<file path="src/rtl/memory1_pkg.sv">
// Shared constants and access encoding for the memory1 single-port RAM.
// Latency: n/a (declarations only).
// Backpressure: n/a.
package memory1_pkg;

   localparam int MEM_DW_DEF    = 16;
   localparam int MEM_AW_DEF    = 25;
   localparam int MEM_DEPTH_DEF = 256;

   // Kind of access decoded from cs/wen for the current cycle.
   typedef enum logic [1:0] {
      ACC_NONE = 2'd0,
      ACC_RD   = 2'd1,
      ACC_WR   = 2'd2
   } access_e;

endpackage

</file>
<file path="src/rtl/memory1_array.sv">
// Raw storage array: one write port and one registered read port sharing an index.
// Latency: read data appears 1 cycle after rd_en is sampled; writes land on the same edge.
// Backpressure: none; one access per clock, the caller guarantees rd_en and wr_en are exclusive.
// Ports: clk, rst (async active-high, clears read register only), wr_en, rd_en,
//        idx (word index), wdata (write data), rdata (registered read data).
module memory1_array #(
   parameter int DW    = 16,
   parameter int DEPTH = 256,
   parameter int IW    = 8
) (
   input  logic          clk,
   input  logic          rst,
   input  logic          wr_en,
   input  logic          rd_en,
   input  logic [IW-1:0] idx,
   input  logic [DW-1:0] wdata,
   output logic [DW-1:0] rdata
);

   logic [DW-1:0] mem_q [DEPTH];
   logic [DW-1:0] rd_d;
   logic [DW-1:0] rd_q;

   // Read register only moves on a read; it holds through writes and idle cycles.
   always_comb begin
      rd_d = rd_q;
      if (rd_en) begin
         rd_d = mem_q[idx];
      end
   end

   always_ff @(posedge clk or posedge rst) begin
      if (rst) begin
         rd_q <= '0;
      end else begin
         rd_q <= rd_d;
      end
   end

   // Storage is intentionally not reset.
   always_ff @(posedge clk) begin
      if (wr_en) begin
         mem_q[idx] <= wdata;
      end
   end

   assign rdata = rd_q;

endmodule

</file>
<file path="src/rtl/memory1.sv">
// Single-port synchronous RAM wrapper: address truncation, access qualification and reset.
// Latency: 1-cycle read; write takes effect on the sampling edge.
// Backpressure: none; an access may be issued every cycle with no handshake.
// Ports: clk, rst (async active-high), cs (chip select), wen (1=write, 0=read),
//        addr (word address, aliased modulo DEPTH), wdata, rdata (registered read data).
module memory1
   import memory1_pkg::*;
#(
   parameter int DW    = MEM_DW_DEF,
   parameter int AW    = MEM_AW_DEF,
   parameter int DEPTH = MEM_DEPTH_DEF
) (
   input  logic          clk,
   input  logic          rst,
   input  logic          cs,
   input  logic          wen,
   input  logic [AW-1:0] addr,
   input  logic [DW-1:0] wdata,
   output logic [DW-1:0] rdata
);

   // DEPTH is a power of two (>= 2), so the low IW address bits select the word.
   localparam int IW = $clog2(DEPTH);

   access_e       acc;
   logic          wr_en;
   logic          rd_en;
   logic [IW-1:0] idx;

   // Nested ifs with a no-access default: an unknown cs or wen never
   // satisfies either branch, so it decodes as no access. Reset gates both
   // ports combinationally, which also drops a write pending when rst rises.
   always_comb begin
      acc = ACC_NONE;
      if (!rst) begin
         if (cs) begin
            if (wen) begin
               acc = ACC_WR;
            end else if (!wen) begin
               acc = ACC_RD;
            end
         end
      end
   end

   assign wr_en = (acc == ACC_WR);
   assign rd_en = (acc == ACC_RD);
   assign idx   = addr[IW-1:0];

   // Upper address bits are deliberately ignored (aliasing).
   generate
      if (AW > IW) begin : g_unused_addr
         logic unused_addr_bits;
         assign unused_addr_bits = ^addr[AW-1:IW];
      end
   endgenerate

   memory1_array #(
      .DW    (DW),
      .DEPTH (DEPTH),
      .IW    (IW)
   ) u_array (
      .clk   (clk),
      .rst   (rst),
      .wr_en (wr_en),
      .rd_en (rd_en),
      .idx   (idx),
      .wdata (wdata),
      .rdata (rdata)
   );

endmodule

</file>
<file path="config.mk">
export PLATFORM = sky130hd
export DESIGN_NAME = memory1
export DESIGN_NICKNAME = d
export VERILOG_FILES = /design/src/rtl/memory1_pkg.sv /design/src/rtl/memory1_array.sv /design/src/rtl/memory1.sv
export SDC_FILE = /design/constraint.sdc
export NUM_CORES = 2
export LEC_CHECK = 0
export BUFFER_PORTS_ARGS = -buffer_cell sky130_fd_sc_hd__buf_2
export CORE_MARGIN = 4
export CORE_UTILIZATION = 37
export CTS_CLUSTER_SIZE = 20
export DETAILED_ROUTE_END_ITERATION = 16
export MAX_ROUTING_LAYER = met4
export SETUP_SLACK_MARGIN = 0.05
export SLEW_MARGIN = 20
export SYNTH_ARGS = -nofsm -noshare
export SYNTH_HDL_FRONTEND = slang
export SYNTH_SLANG_ARGS = --single-unit
</file>
<file path="constraint.sdc">
create_clock -name clk -period 2 [get_ports clk]
set_input_delay 0.6 -clock clk [delete_from_list [all_inputs] [get_ports clk]]
set_output_delay 0.6 -clock clk [all_outputs]
set_load 0.01 [all_outputs]
</file>
# --- Yosys cells after proc, flatten, opt, wreduce, memory -nomap -nowiden ---
# Memories as Yosys holds them, arrays and structs flattened. A register that Yosys moved wholly into a read port is not among the register bits.
# Cells that the tools add are included.
totals:
  regBits: 0
  mem_bits_rw: 4096
  in_bits: 45
  out_inout_bits: 16
  mem_count: 1
mem_list:
  columns: ["name", "words", "word_bits", "rd", "rd_ports_with_merged_regs", "wr", "line", "rtl"]
  rows:
  - ["u_array.mem_q", 256, 16, 1, 1, 1, "memory1_array.sv:20", "logic [DW-1:0] mem_q [DEPTH];"]
classes:
  eq_ne: 2
  muxes: 5
op_table:
  columns: ["cell", "n"]
  rows:
  - ["$mux 2", 3]
  - ["$eq 2x1->1 const B", 1]
  - ["$eq 2x2->1 const B", 1]
  - ["$mux 1", 2]

# --- Depth between registers and ports, before layout ---
logic_depth:
  ltp_word: 6
  ltp_mapped: 13
  mapped_depth_nobuf: 7

# --- Modules after synthesis ---
# A second synthesis with hierarchy kept.
hier_totals:
  hier_cells: 7182
  hier_area_um2: 157810.1
by_module_without_submodules:
  columns: ["mod", "instances", "cells_each", "area_each_um2", "seq_area_each_um2"]
  rows:
  - ["memory1_array", 1, 7180, 157788.8, 123398.3]
  - ["memory1", 1, 2, 21.3, 0.0]

# --- Worst setup path before layout ---
# No wires, ideal clock.
synth_timing:
  path_kind: "input port to flip-flop"
  start: "input port addr[1]"
  end: "memory u_array.mem_q[137][0], enable pin"
  setup_ps: 388
  arrival_ps: 3071
  t_required_ps: 1612
  setup_slack_ps: -1459
  cell_stages: 10
  n_path_buf: 7
  path_cell_list: "buf_4 > buf_6 > buf_4 > buf_6 > buf_4 > buf_2 > nor3_1 > nand2_1 > clkbuf_1 > nor2_1"
synth_rtl:
  columns: ["element", "line", "rtl"]
  rows:
  - ["start, declared", "memory1.sv:17", "input logic [AW-1:0] addr,"]
  - ["end, declared", "memory1_array.sv:20", null]
# No word-level cell before the write port.

==> out/qor.yml <==
vias: 82961
clk_latency_ns: 0.98
fin_skew_ns: 0.0654
final_nets: 8615
synth_edf_count: 4096
num_rows: 239
cts_tree: "built"
globalRouteTotalUtil_pct: 21.6
antenna_found_initial: 14
endpoint_kind: "flip-flop"
ys.flop_type: "edfxtp_1"
fin_cells: 14568
die_h_um: 661
grt_max_degree: 86
fmax_ghz: 0.392
post_synth.cell_area_avg_um2: 22.2
clkTransAtPathRegs_ns: 0.06
grt_pass1_wl_um: 650000
htree_levels: 5
drc_errors: 0
path_class: "input pin to flip-flop"
final_util_pct: 46.7
hold_path_class: "input pin to flip-flop"
ys_seq_area_share_pct: 78.3
numClockSinks: 4112
timing.final.ws_setup_ns: -0.553
synth.net_count: 7134
ant_nets: 0
async_flop_share_pct: 0.389
p_per_area_nw_per_um2: 923
setup_viol: 32
hpwl_um: 306000
core_area_um2: 424000
avgRoutedWirePerCell_um: 32.1
yosysWarnings: 0
clock_path_buffers: 4
crit_fanout: 22
fill_cells: 34640
io_buffer_count: 43
slew_headroom_pct: 46.8
via_per_inst: 5.69
cap_violations: 0
syn_inst: 7089
cellLeakagePower_nw: 63.2
min_period_ns: 2.55
dp.cells: 13674
required_ns: 2.82
grt_pass1_vias: 81821
syn_area_um2: 158000
cts-root-buf: "clkbuf_16"
cp.arrival_ns: 3.37
violations: "setup timing"
finalCritPeriodShare_pct: 128
status: "finished with violations"
gp_congestion: 0.906
wirelength_um: 468000
io_pins: 61
drive_gt1_share_pct: 40.8
initial_core_util_pct: 37.2
tightestPinTransition_ns: 0.794
gr-total-overflow: 0
report.final.hold_viol_count: 0
die_w_um: 661
area_growth_pct: 25.7
startpoint_type: "input pin"
cts_inserted_buffers: 409
rsz0062_at_grt: "yes"
dr.pass1.iters: 8
drtIter0Drc: 11872
synth_cell_types: 61
max-vdd-ir-drop_mv: 0.774
die_area_um2: 437000
maxSlewViolCount: 0
synth-seq-cells: 4112
[area by class of cell]
type | instances | area, um^2 | share of cell area (%)
sequential | 4112 | 123000 | 62.3
multi-input combinational | 2554 | 35800 | 18.1
timing repair buffer | 1486 | 18600 | 9.39
clock buffer | 498 | 10700 | 5.42
tap | 5663 | 7090 | 3.58
clock inverter | 243 | 2410 | 1.22
inverter | 7 | 45.0 | 0.0227
antenna | 5 | 12.5 | 0.00632
[stage by stage]
stage          area, um^2  hold WS, ns  power [mW]  setup TNS [ns]  setup WS [ns]
6_report           198000       0.0616         183           -9.05         -0.553
2_1_floorplan      160000        0.528         101        -3330.49         -0.952
5_1_grt            198000       0.0491         188           -9.48         -0.520
3_3_place_gp       180000        0.553         107        -3513.07          -2.65
4_1_cts            197000       0.0122         183           -9.01         -0.452
3_5_place_dp       180000        0.551         108        -3550.49          -2.61
[report_power, final]
| part | internal [mW] | total (mW) | switching, mW |
|---|---|---|---|
| Sequential | 94.8 | 95.0 | 0.159 |
| Clock | 43.4 | 75.7 | 32.4 |
| Combinational | 5.03 | 12.0 | 7.00 |
[cell usage after synthesis, types with 13 or more instances]
| library cell | count | area share (%) |
|---|---|---|
| buf_2 | 136 | 0.43 |
| buf_6 | 44 | 0.31 |
| mux2i_1 | 246 | 1.6 |
| o22ai_1 | 183 | 0.73 |
| a21oi_1 | 86 | 0.27 |
| nand2_1 | 193 | 0.46 |
| o22a_1 | 22 | 0.12 |
| nand3_1 | 50 | 0.16 |
| edfxtp_1 | 4096 | 78 |
| a211oi_1 | 13 | 0.062 |
| a31oi_1 | 19 | 0.075 |
| mux2_2 | 41 | 0.29 |
| o21ai_1 | 16 | 0.051 |
| nor3_1 | 28 | 0.089 |
| buf_4 | 86 | 0.41 |
| o21ai_0 | 55 | 0.17 |
| buf_1 | 30 | 0.071 |
| mux4_2 | 967 | 14 |
| a22oi_1 | 58 | 0.28 |
| nor2b_1 | 16 | 0.064 |
| dfrtp_1 | 16 | 0.25 |
| a32oi_1 | 36 | 0.20 |
| o221ai_1 | 26 | 0.14 |
| clkbuf_1 | 120 | 0.29 |
| nor2_1 | 326 | 0.78 |
| and3_1 | 13 | 0.052 |
| nor4_1 | 29 | 0.12 |
[worst max-delay path, cell delays in order]
cell and delay, ns:
buf_16 0.14, buf_16 0.22, buf_16 0.21, buf_12 0.21, mux4_2 0.33, mux4_2 0.50, nand2_2 0.07, nand4b_1 0.12
buf_6 0.16, nor4_4 0.51, a21oi_1 0.13
[layout by cell type, fill, tap and decap left out, types with 29 or more instances in the layout]
cell       Yosys  layout
edfxtp_1    4096    4096
a22oi_1       58      52
buf_12         0     499
buf_4         86     838
o21ai_0       55      37
clkinv_1       0      97
a32oi_1       36      29
nor2_2         0      74
mux2_2        41      40
nand2_1      193     165
clkbuf_16      0     420
a21oi_1       86      64
bufinv_16      0      40
clkinv_2       0      72
o22ai_1      183     144
nor2_1       326      56
nand3_1       50      39
mux2i_1      246     209
buf_6         44      70
mux4_2       967     967
clkbuf_1     120      81
buf_8          0      33
nor2_4         0     196
[flip-flops by register name, indices dropped and copies added, names as in the netlist]
| register | flops |
|---|---|
| u_array.mem_q | 4096 |
| u_array.rdata | 16 |
[layer usage]
metal	up-vias	GRT usage, %	share of wire [%]
met1	44886	29.6	40
met2	4198	33.2	47
met5	-	-	0
met4	0	7.13	3.7
met3	711	3.65	8.7
li1	33166	-	-
[kinds of logic (layout without fill, tap and decap cells)]
family,after synthesis,count (layout),share of synthesized area (%)
multiplexers,1256,1256,15.7
AND/OR/NAND/NOR,703,703,1.93
AO/OA/AOI/OAI,595,595,2.56
other,0,5,0
buffers and inverters,423,2234,1.53
flip-flops,4112,4112,78.3
[repair_timing]
| action | CTS | global route |
|---|---|---|
| gates resized for setup | 401 | 192 |
| endpoints found under the hold margin | 36 | 0 |
| hold buffers | 3 | 0 |
| setup endpoints to repair | 987 | 489 |
| gates cloned | 14 | 3 |
| buffers inserted | 80 | 66 |
| pin swaps | 92 | 79 |
[worst paths after layout]
path | end | slack (ns) | cells past startpoint | start
max | u_array.rdata[14] | -0.55 | 11 | addr[1]
max reg2reg | u_array.rdata[14] | -0.51 | 7 | u_array.mem_q[87][14]
min in group asynchronous | u_array.rdata[13] | 0.49 | 5 | rst
min reg2reg | u_array.rdata[14] | 0.60 | 2 | u_array.rdata[14]
min | u_array.mem_q[45][5] | 0.06 | 1 | wdata[5]
max in group asynchronous | u_array.rdata[9] | 1.16 | 5 | rst
(Power assumes the default switching activity.)
